`config.mk`:
```
export PLATFORM = sky130hd
export DESIGN_NAME = ahb_master_interface
export DESIGN_NICKNAME = d
export VERILOG_FILES = /design/src/rtl/ahb_master_interface.sv
export SDC_FILE = /design/constraint.sdc
export NUM_CORES = 1
export LEC_CHECK = 0
export BUFFER_PORTS_ARGS = -buffer_cell sky130_fd_sc_hd__buf_2
export CAP_MARGIN = 20
export CORE_MARGIN = 1
export CORE_UTILIZATION = 44
export DETAILED_ROUTE_END_ITERATION = 12
export PLACE_DENSITY = 0.75
export SLEW_MARGIN = 20
export SYNTH_ARGS = -nofsm -noshare
export SYNTH_HDL_FRONTEND = slang
export SYNTH_SLANG_ARGS = --single-unit
```
`constraint.sdc`:
```
create_clock -name hclk -period 1.6 [get_ports hclk]
set_clock_uncertainty 0.05 [all_clocks]
set_input_delay 0 -clock hclk [delete_from_list [all_inputs] [get_ports hclk]]
set_output_delay 0 -clock hclk [all_outputs]
set_load 0.01 [all_outputs]
```
`src/rtl/ahb_master_interface.sv`:
```
// AHB-Lite initiator: turns a valid/ready command stream into single NONSEQ
// transfers with an address stage (A) and a data stage (D). On an ERROR
// response, the pending address phase is cancelled for one cycle and then
// reissued. Responses come back one per command, in command order.
`timescale 1ns/1ps
module ahb_master_interface #(
  parameter int ADDR_WIDTH = 3,
  parameter int DATA_WIDTH = 8
) (
  input  logic                  hclk,
  input  logic                  hreset,
  input  logic                  cmd_valid,
  output logic                  cmd_ready,
  input  logic                  cmd_write,
  input  logic [ADDR_WIDTH-1:0] cmd_addr,
  input  logic [2:0]            cmd_size,
  input  logic [DATA_WIDTH-1:0] cmd_wdata,
  output logic                  rsp_valid,
  output logic                  rsp_write,
  output logic [DATA_WIDTH-1:0] rsp_rdata,
  output logic                  rsp_err,
  output logic                  hsel_x,
  output logic [ADDR_WIDTH-1:0] haddr,
  output logic [1:0]            htrans,
  output logic                  hwrite,
  output logic [2:0]            hsize,
  output logic [DATA_WIDTH-1:0] hwdata,
  input  logic                  hready,
  input  logic                  hresp,
  input  logic [DATA_WIDTH-1:0] hrdata
);

  // Address stage
  logic                  r_a_valid;
  logic [ADDR_WIDTH-1:0] r_a_addr;
  logic                  r_a_write;
  logic [2:0]            r_a_size;
  logic [DATA_WIDTH-1:0] r_a_wdata;
  // Data stage
  logic                  r_d_valid;
  logic                  r_d_write;
  logic [DATA_WIDTH-1:0] r_d_wdata;
  // High for the second cycle of a two-cycle ERROR response
  logic                  r_err_cancel;
  // Registered response
  logic                  r_rsp_valid;
  logic                  r_rsp_write;
  logic [DATA_WIDTH-1:0] r_rsp_rdata;
  logic                  r_rsp_err;

  logic w_nonseq;
  logic w_accept;
  logic w_a_done;
  logic w_d_done;

  // The address phase is suppressed while the slave is finishing an ERROR
  assign w_nonseq  = r_a_valid && !r_err_cancel;
  assign w_a_done  = hready && w_nonseq;
  assign w_d_done  = hready && r_d_valid;
  assign cmd_ready = !hreset && !r_err_cancel && (!r_a_valid || hready);
  assign w_accept  = cmd_valid && cmd_ready;

  assign htrans    = w_nonseq ? 2'b10 : 2'b00;
  assign hsel_x    = r_a_valid || r_d_valid;
  assign haddr     = r_a_valid ? r_a_addr  : '0;
  assign hwrite    = r_a_valid ? r_a_write : 1'b0;
  assign hsize     = r_a_valid ? r_a_size  : 3'd0;
  assign hwdata    = (r_d_valid && r_d_write) ? r_d_wdata : '0;

  assign rsp_valid = r_rsp_valid;
  assign rsp_write = r_rsp_write;
  assign rsp_rdata = r_rsp_rdata;
  assign rsp_err   = r_rsp_err;

  // Address stage: load a new command, or empty when its phase completes
  always_ff @(posedge hclk or posedge hreset) begin
    if (hreset) begin
      r_a_valid <= 1'b0;
      r_a_addr  <= '0;
      r_a_write <= 1'b0;
      r_a_size  <= 3'd0;
      r_a_wdata <= '0;
    end else if (w_accept) begin
      r_a_valid <= 1'b1;
      r_a_addr  <= cmd_addr;
      r_a_write <= cmd_write;
      r_a_size  <= cmd_size;
      r_a_wdata <= cmd_wdata;
    end else if (w_a_done) begin
      r_a_valid <= 1'b0;
    end
  end

  // Data stage: take over a completed address phase, or empty on completion
  always_ff @(posedge hclk or posedge hreset) begin
    if (hreset) begin
      r_d_valid <= 1'b0;
      r_d_write <= 1'b0;
      r_d_wdata <= '0;
    end else if (w_a_done) begin
      r_d_valid <= 1'b1;
      r_d_write <= r_a_write;
      r_d_wdata <= r_a_wdata;
    end else if (w_d_done) begin
      r_d_valid <= 1'b0;
    end
  end

  // First ERROR cycle (hresp with hready low) cancels the next address phase
  always_ff @(posedge hclk or posedge hreset) begin
    if (hreset) begin
      r_err_cancel <= 1'b0;
    end else begin
      r_err_cancel <= hresp && !hready;
    end
  end

  // Capture the response when the data phase completes
  always_ff @(posedge hclk or posedge hreset) begin
    if (hreset) begin
      r_rsp_valid <= 1'b0;
      r_rsp_write <= 1'b0;
      r_rsp_rdata <= '0;
      r_rsp_err   <= 1'b0;
    end else begin
      r_rsp_valid <= w_d_done;
      if (w_d_done) begin
        r_rsp_write <= r_d_write;
        r_rsp_rdata <= r_d_write ? '0 : hrdata;
        r_rsp_err   <= hresp;
      end
    end
  end

endmodule

```
==> run summary, run 1 <==
Outcome - finished, final reports clean
Utilization after layout - 66.3%
Worst path slowest cell - dfrtp_1
R2r setup slk - 40 ps
Distinct cells, synth - 18
Port-buffer cells - 56
Fin. Hold Viols - 0
Final cell count without fillers - 258
Fmax - 641 MHz
WL per Instance - 14.0 um
Longest Clk Path Bufs - 2
Adder-cell share of the synthesized area - 0%
Worst EP arrival - 1740 ps
Type of the most critical hold path - primary input to asynchronous set/reset pin
Synth Instances - 126
DR vias/cell - 4.77
Net Count, Synth - 154
Die Height - 62.3 um
GP Congestion - 0.779
Path type of the worst setup path - register to register
WHS - 179 ps
Area Overhead vs Synth - 41.7%
CTS root buffer - clkbuf_4
Reg2reg path depth - 3
Max-cap violations - 0
Via count - 1230
Main combinational cell family by area after synthesis - multiplexers
Final min period - 1560 ps
Cell taking the most area after synthesis - dfrtp_1
Fin crit share - 97.5%
Setup bufs post-CTS - 0
Largest net degree at the start of global routing - 32
Worst Setup End Kind - register
Worst flop-to-flop path endpoint - r_a_wdata[6]
# fillers - 287
Setup crit start kind - register
PwrDens - 1400 mW/mm^2
Critical-path maximum fanout - 9
Clk pin slew, worst setup/hold paths - 100 ps
Commonest non-fill, non-tap cell in the layout - buf_2
Mean post-synth cell area - 12.7 sq um
Reg-to-Reg Start - r_a_valid
GRT Overall Usage - 21.1%
Initial antenna violation count - 0
Post-synthesis register bit count - 38
Most frequent cells in the layout - 56 x buf_2, 38 x dfrtp_1, 27 x dlygate4sd3_1, 26 x mux2_2
Mux share of post-synthesis cell area - 18.3%
Nets - 241
Area of the core - 0.00342 sq mm
Mapped Area - 0.00160 sq mm
Initial DRT Pass Iterations - 4
Yosys top cell area share - 59.5%
Placed cell count - 225
Drt first-iter violations - 52
Ratio of cells with drive above 1 in the final layout - 45.8%
CTS H-Tree Depth - 2
Critical Path, Cell by Cell - a2111oi_4 -> buf_4 -> mux2_2
Diodes inserted - 0
YS warnings - 0
GRT Residual Overflow - 0
Synth Area in XOR/XNOR - 0%
# IOs - 58
Final WL - 3.62 mm
Row count - 21
Synth area leaders - dfrtp_1 59%, mux2_2 18%, and3_1 3.1%
Sequential share of the synthesized area - 59.5%
Clk_lat worst skew - 340 ps
CTS tree - done
Total CTS buffers - 5
Clk sinks - 38
Post-synthesis compound-gate area fraction - 5.48%
Die Footprint - 0.00388 sq mm
Detailed-route DRC error count - 0
CP peak stage delay - 470 ps
RSZ-0062 raised after global routing - true
Final setup violation count - 0
Antenna Nets Post-Route - 0
First-pass GRT wire length - 6.21 mm
HPWL Detailed - 2.43 mm
Die width - 62.3 um
Static leakage - 1.15 nW
Starting Density - 46.8%
Worst EP required - 1780 ps
Max VDD drop - 0.783 mV
Vias in the first global route - 1355
Simple-Gate Fraction of Synth Area - 12.5%
Max-slew violations - 0
-- layout make-up --
class	instances	area, sq um	share of cell area [%]
inverters	5	18.8	0.828
flip-flops and latches	38	951	42.0
multi-input cells	75	587	25.9
clock buffers	6	51.3	2.26
repair buffers	88	601	26.5
well taps	46	57.6	2.54
-- Yosys cell counts --
cell       count
dfrtp_1       38
mux2_2        26
nand2_1       10
o21ai_0        9
and3_1         8
nand2b_1       8
and2_1         7
clkbuf_1       5
inv_1          4
buf_4          2
nor2b_1        2
a2111oi_4      1
a211oi_1       1
a21o_1         1
buf_6          1
conb_1         1
inv_2          1
or2_2          1
-- worst max-delay path by stage --
stage | from | to | cells past startpoint
final | r_a_valid | r_a_wdata[6] | 3
after detailed placement | r_a_valid | r_d_wdata[0] | 3
after CTS | r_a_valid | r_a_wdata[6] | 3
after global placement | r_a_valid | r_a_wdata[2] | 3
after global routing | r_a_valid | r_a_wdata[6] | 3
after floorplan | r_a_valid | r_a_size[0] | 3
-- layer usage --
metal  GRT usage, %  up-vias  part of all wire, %
met5              0        -                    0
met4           8.14        0                  1.3
met3           7.17        6                  6.1
met2           37.1       40                   53
met1           23.6      596                   39
li1               -      588                    -
-- flip-flops by register name (all words and copies together), names as in the netlist, 3 cells and up --
signal / flops
r_a_size: 3
r_d_wdata: 8
r_a_addr: 3
rsp_rdata: 8
r_a_wdata: 8
-- cell families after synthesis --
kind of cell	after synthesis
AO/OA/AOI/OAI	12
multiplexers	26
AND/OR/NAND/NOR	36
flip-flops	38
buffers and inverters	13
other	1
-- timing repair --
item,in CTS,in global routing
resized for setup,0,1
setup endpoints to repair,0,21
hold buffers,27,0
hold endpoints to repair,64,0
-- through the flow --
stage	worst slack (ps)	TNS (ps)	instance area, sq um	power (mW)
finish	40.0	0	2270	3.18
global route	-29.9	-197	2270	3.39
CTS	24.3	0	2260	3.20
detailed placement	50.3	0	1940	2.67
global placement	93.8	0	1940	2.59
floorplan	23.5	0	1600	2.22
-- critical path, delay by kind of cell (launching register included) --
family | cells | cell delay (ps)
muxes | 1 | 350
DFF | 1 | 470
buffers and inverters | 1 | 240
AOI/OAI and AO/OA | 1 | 340
-- report_power, final --
part           switching [mW]  internal, mW
clock                   0.285         0.198
combinational           0.489         0.620
sequential              0.259          1.33
Power figures use the tool's default switching activity.
==> run 2, diff against run 1 <==
--- a/config.mk
+++ b/config.mk
@@ -11,6 +11,7 @@
 export CORE_UTILIZATION = 44
 export DETAILED_ROUTE_END_ITERATION = 12
 export PLACE_DENSITY = 0.75
+export RECOVER_POWER = 25
 export SLEW_MARGIN = 20
 export SYNTH_ARGS = -nofsm -noshare
 export SYNTH_HDL_FRONTEND = slang
==> run 2 against run 1 <==
Sequential share of layout area increased by 0.28 points. Worst setup slack improved by 1.6 ps. Power decreased by 0.22%.
==> run summary, run 2 (synthesis results as in run 1) <==
R2r setup slk - 40 ps (about the same)
Reg2reg path depth - 3 (unchanged)
Commonest non-fill, non-tap cell in the layout - buf_2
Worst Setup End Kind - register
Die Footprint - 0.00388 sq mm (unchanged)
Port-buffer cells - 56 (unchanged)
Area Overhead vs Synth - 40.8%
Detailed-route DRC error count - 0 (unchanged)
Rel. slew slack - 49.9%
Most frequent cells in the layout - 56 x buf_2, 38 x dfrtp_1, 27 x dlygate4sd3_1, 26 x mux2_2
Row count - 21 (unchanged)
Longest Clk Path Bufs - 2 (unchanged)
Max VDD drop - 0.774 mV (-1.1%)
Max-cap violations - 0 (unchanged)
Starting Density - 46.8% (unchanged)
Worst EP arrival - 1740 ps (about the same)
HPWL Detailed - 2.43 mm (unchanged)
Clk pin slew, worst setup/hold paths - 100 ps (about the same)
Static leakage - 1.14 nW (-0.46%)
CTS H-Tree Depth - 2 (unchanged)
CTS root buffer - clkbuf_4
Worst Tran Pin Value - 752 ps
GRT Residual Overflow - 0 (unchanged)
Pre-CTS setup slack - 50.3 ps (unchanged)
Die width - 62.3 um (unchanged)
Pwr Total - 3.17 mW (-0.22%)
Register Area - 951 sq um (unchanged)
Drt first-iter violations - 50 (-3.8%)
Max-slew violations - 0 (unchanged)
Fmax - 642 MHz (+0.10%)
Reg-to-Reg Start - r_a_valid
Largest net degree at the start of global routing - 32 (unchanged)
Final WL - 3.62 mm (about the same)
PwrDens - 1410 mW/mm^2 (+0.45%)
Setup crit start kind - register
WL per Instance - 14.0 um (about the same)
DR vias/cell - 4.75 (-0.33%)
Fin crit share - 97.4% (-0.10 points)
Clk_lat worst skew - 340 ps (about the same)
Die Height - 62.3 um (unchanged)
Vias in the first global route - 1355 (unchanged)
Critical-path maximum fanout - 9 (unchanged)
Worst flop-to-flop path endpoint - r_a_wdata[6]
# IOs - 58 (unchanged)
Total CTS buffers - 5 (unchanged)
Crit path capture - r_a_wdata[6]
Ratio of cells with drive above 1 in the final layout - 45.8% (unchanged)
GP Congestion - 0.779 (unchanged)
Via count - 1226 (-0.33%)
Setup ws final - 41.7 ps (+1.64 ps)
Initial antenna violation count - 0 (unchanged)
Crit path from - r_a_valid
Fin. Hold Viols - 0 (unchanged)
Path type of the worst setup path - register to register
CTS tree - done
Setup TNS - 0 ps (unchanged)
GRT Overall Usage - 21.1% (unchanged)
Nets - 241 (unchanged)
Initial DRT Pass Iterations - 4 (unchanged)
Final setup violation count - 0 (unchanged)
Diodes inserted - 0 (unchanged)
Type of the most critical hold path - primary input to asynchronous set/reset pin
Clk sinks - 38 (unchanged)
Outcome - finished, final reports clean
RSZ-0062 raised after global routing - true
Area of the core - 0.00342 sq mm (unchanged)
Antenna Nets Post-Route - 0 (unchanged)
WHS - 152 ps (-27.6 ps)
# fillers - 289 (+0.70%)
Final min period - 1560 ps (-1.64 ps)
Utilization after layout - 65.9% (-0.44 points)
Footprint of the multi-input gates - 587 sq um (unchanged)
First-pass GRT wire length - 6.21 mm (unchanged)
Worst EP required - 1780 ps (about the same)
==> run 2: changes by cell type in the layout (fill, tap and decap cells not counted), sizes merged <==
cell	delta
clkbuf	+1
buf	-1
==> run 2: worst min-delay path by stage <==
| stage | from | endpoint | slack, ps |
|---|---|---|---|
| 2_1_floorplan | hreset | cmd_ready | 0.3 |
| 3_3_place_gp | hreset | r_a_write | -40 |
| 3_5_place_dp | hreset | r_a_addr[2] | -20 |
| 4_1_cts | hreset | r_a_size[2] | 160 |
| 5_1_grt | hreset | r_a_addr[0] | 150 |
| 6_report | hreset | r_a_size[2] | 150 |
==> run 2: cell type report <==
cell class                 instances  area share (%)
sequential                        38            42.2
multi-input combinational         75            26.1
timing repair buffer              88            26.0
tap                               46            2.56
clock buffer                       6            2.28
inverter                           5           0.834
==> run 2: where the power goes <==
part           total [mW]  internal, mW  switching [mW]
Sequential           1.58          1.33           0.256
Combinational        1.11         0.616           0.489
Clock               0.483         0.198           0.285
Total                3.17          2.14            1.03
==> run 2: critical path, stage by stage (launching register included) <==
cell and delay [ps]:
dfrtp_1 470, a2111oi_4 340, buf_4 250, mux2_2 350
==> run 2: routing by layer <==
| layer | GRT usage [%] | up-vias | wire length [um] |
|---|---|---|---|
| met5 | 0 | - | 0 |
| met4 | 8.14 | 0 | 48 |
| met3 | 7.17 | 6 | 224 |
| met2 | 37.1 | 41 | 1940 |
| met1 | 23.6 | 592 | 1410 |
| li1 | - | 587 | - |
==> run 2: repair_timing <==
action	in CTS	in global routing
gates resized for setup	0	1
setup buffers	0	0
hold buffers	27	0
setup endpoints to repair	0	21
hold endpoints to repair	64	0
==> run 2: stage by stage <==
step	instances	instance area [sq um]
final	258	2250
after global routing	258	2250
after CTS	258	2260
after detailed placement	225	1940
after global placement	225	1940
after floorplan	126	1600
==> run 3, diff against run 2 <==
--- a/config.mk
+++ b/config.mk
@@ -5,12 +5,13 @@
 export SDC_FILE = /design/constraint.sdc
 export NUM_CORES = 1
 export LEC_CHECK = 0
+export ABC_AREA = 1
 export BUFFER_PORTS_ARGS = -buffer_cell sky130_fd_sc_hd__buf_2
 export CAP_MARGIN = 20
 export CORE_MARGIN = 1
 export CORE_UTILIZATION = 44
 export DETAILED_ROUTE_END_ITERATION = 12
-export PLACE_DENSITY = 0.75
+export PLACE_DENSITY = 0.74
 export RECOVER_POWER = 25
 export SLEW_MARGIN = 20
 export SYNTH_ARGS = -nofsm -noshare
==> run 3 against run 2 <==
Final area grew 3.4%. Power grew 1.6%. Register-to-register slack gained 370 ps. Sequential power shrank 3%. Largest cell class unchanged.
==> run summary, run 3 <==
Initial DRT Pass Iterations - 4 (unchanged)
Reg2reg path depth - 4 (+1)
Post-synthesis register bit count - 38 (unchanged)
Register Area - 951 sq um (unchanged)
Vias in the first global route - 1487 (+9.7%)
Worst path slowest cell - dfrtp_1
CTS root buffer - clkbuf_8
Setup crit start kind - register
Worst Setup End Kind - output pin
Clk sinks - 38 (unchanged)
WL per Instance - 11.0 um (-21%)
Worst EP arrival - 1210 ps (-530 ps)
Cell taking the most area after synthesis - dfrtp_1
Number of synthesized flops with an enable pin - 0 (unchanged)
Fmax - 796 MHz (+24%)
NetSw - 1.14 mW (+11%)
Setup bufs post-CTS - 0 (unchanged)
Fin crit share - 78.5% (-19 points)
Footprint of the multi-input gates - 581 sq um (-1.1%)
Setup TNS - 0 ps (unchanged)
DR vias/cell - 4.71 (-0.95%)
Nets - 310 (+29%)
Worst EP required - 1550 ps (-230 ps)
CP peak stage delay - 430 ps (-40 ps)
Rel. slew slack - 60.0% (+10 points)
Crit path depth - 3 (unchanged)
Final cell count without fillers - 331 (+28%)
GRT Overall Usage - 20.2% (-0.93 points)
Ratio of cells with drive above 1 in the final layout - 22.3% (-23 points)
Cts-stage hold buffer count - 25 (-7.4%)
Post-cts resize count - 0 (unchanged)
Pwr Total - 3.22 mW (+1.6%)
Drt first-iter violations - 69 (+38%)
Clk pin slew, worst setup/hold paths - 70 ps (-30 ps)
Critical Path, Cell by Cell - nor2_4 -> and2_1 -> buf_2
First-pass GRT wire length - 6.40 mm (+3.0%)
GP Congestion - 0.693 (-11%)
Yosys top cell area share - 56.4% (-3.0 points)
Distinct cells, synth - 19 (+1)
YS warnings - 0 (unchanged)
Commonest register cell after synthesis - dfrtp_1
Crit path buffers/inverters - 1 (unchanged)
Pre-CTS setup slack - 433 ps (+383 ps)
Reg-to-Reg Start - r_err_cancel
# fillers - 314 (+8.7%)
Placement Cell Area - 0.00200 sq mm (+3.0%)
Port-buffer cells - 56 (unchanged)
Most frequent cells in the layout - 86 x nand2_1, 44 x buf_2, 38 x dfrtp_1, 25 x dlygate4sd3_1, 19 x inv_1
Max-slew violations - 0 (unchanged)
Utilization after layout - 63.6% (-2.3 points)
HPWL Detailed - 2.44 mm (+0.44%)
Net Count, Synth - 229 (+49%)
Via count - 1558 (+27%)
Type of the most critical hold path - primary input to register
Internal power - 2.08 mW (-2.7%)
RSZ-0062 raised after global routing - false
Outcome - finished, final reports clean
Setup ws final - 343 ps (+302 ps)
Area Overhead vs Synth - 38.1%
Sequential share of the synthesized area - 56.4% (-3.0 points)
Clk pwr share - 20.2% (+5.0 points)
CTS H-Tree Depth - 2 (unchanged)
Max-cap violations - 0 (unchanged)
Top-count cell post-synth - nand2_1
Fin. Hold Viols - 0 (unchanged)
# IOs - 58 (unchanged)
Synth Instances - 201 (+60%)
Antenna Nets Post-Route - 0 (unchanged)
WHS - 11.7 ps (-140 ps)
Final WL - 3.65 mm (+0.88%)
Switching Share - 35.4% (+2.9 points)
Total CTS buffers - 5 (unchanged)
Die Footprint - 0.00408 sq mm (+5.2%)
Largest net degree at the start of global routing - 26 (-19%)
Detailed-route DRC error count - 0 (unchanged)
Initial antenna violation count - 0 (unchanged)
Path type of the worst setup path - register to output pin
Critical-path maximum fanout - 7 (-2)
Longest Clk Path Bufs - 2 (unchanged)
Area of the core - 0.00366 sq mm (+7.2%)
Final min period - 1260 ps (-302 ps)
Reg power frac - 47.8% (-2.1 points)
Starting Density - 46.0% (-0.78 points)
Max VDD drop - 0.772 mV (-0.28%)
PwrDens - 1390 mW/mm^2 (-1.7%)
Hold Crit Endpoint - r_err_cancel
CP top delay family - flip-flops
Synth top cells by count - 86 x nand2_1, 38 x dfrtp_1, 19 x inv_1
Die Height - 63.9 um (+2.6%)
GRT Residual Overflow - 0 (unchanged)
Synth area leaders - dfrtp_1 56%, nand2_1 19%, nand4_1 5.6%
R2r setup slk - 410 ps (+370 ps)
Hold Path Origin - hready
Placed cell count - 298 (+32%)
Worst flop-to-flop path endpoint - r_a_size[2]
Diodes inserted - 0 (unchanged)
Clk_lat worst skew - 280 ps (-60 ps)
Final setup violation count - 0 (unchanged)
CTS tree - done
Die width - 63.9 um (+2.6%)
Commonest non-fill, non-tap cell in the layout - nand2_1
Worst hold stages - 2
Design Area, Final - 0.00233 sq mm (+3.4%)
Combinational share of power - 32.0% (-2.8 points)
Mapped Area - 0.00169 sq mm (+5.4%)
Row count - 22 (+4.8%)
Static leakage - 1.32 nW (+16%)
Worst Tran Pin Value - 599 ps (-153 ps)
Fraction of registers with async set/reset - 100% (unchanged)
Mean post-synth cell area - 8.38 sq um (-34%)
## run 3: cell types whose count changed after synthesis, sizes merged, moves of 10 or more
cell	before	now
nand4	0	15
nand3	0	10
nor2	0	14
mux2	26	0
inv	5	21
nand2	10	87
## run 3: per-layer routing
layer | vias to the layer above | GRT usage [%] | share of wire, %
met5 | - | 0 | 0
met4 | 0 | 7.67 | 1.6
met3 | 7 | 4.64 | 3.6
met2 | 33 | 33.9 | 48
met1 | 742 | 25.2 | 47
li1 | 776 | - | -
## run 3: worst register-to-register path: cells and delay by family, from the launching register on
family,cells,cell delay [ps]
DFF,1,430
and+or+nand+nor,4,600
## run 3: kinds of logic after synthesis
group	Yosys count	synth area share, %
buffers and inverters	33	9.13
other	1	0.223
DFF	38	56.4
and+or+nand+nor	127	33.6
AOI/OAI and AO/OA	2	0.594
## run 3: how the worst max path moves through the flow
stage / start / endpoint
after global routing: r_d_write / hwdata[3]
after detailed placement: r_a_valid / r_a_size[2]
after CTS: r_a_valid / cmd_ready
after global placement: r_err_cancel / r_a_wdata[5]
final: r_err_cancel / cmd_ready
after floorplan: r_err_cancel / r_a_wdata[6]
## run 3: cell type report
class                   count  area share (%)
flip-flops and latches     38            40.9
inverters                  21            3.39
clock inverters             1           0.215
well taps                  48            2.58
clock buffers               7            3.71
repair buffers             86            24.3
multi-input cells         130            24.9
## run 3: power by group through the flow
stage | clock [mW] | sequential [mW] | combinational (mW)
after detailed placement | 0 | 1.55 | 1.03
after CTS | 0.668 | 1.54 | 1.07
final | 0.651 | 1.54 | 1.03
after global routing | 0.718 | 1.59 | 1.20
after global placement | 0 | 1.54 | 1.00
after floorplan | 0 | 1.56 | 0.641
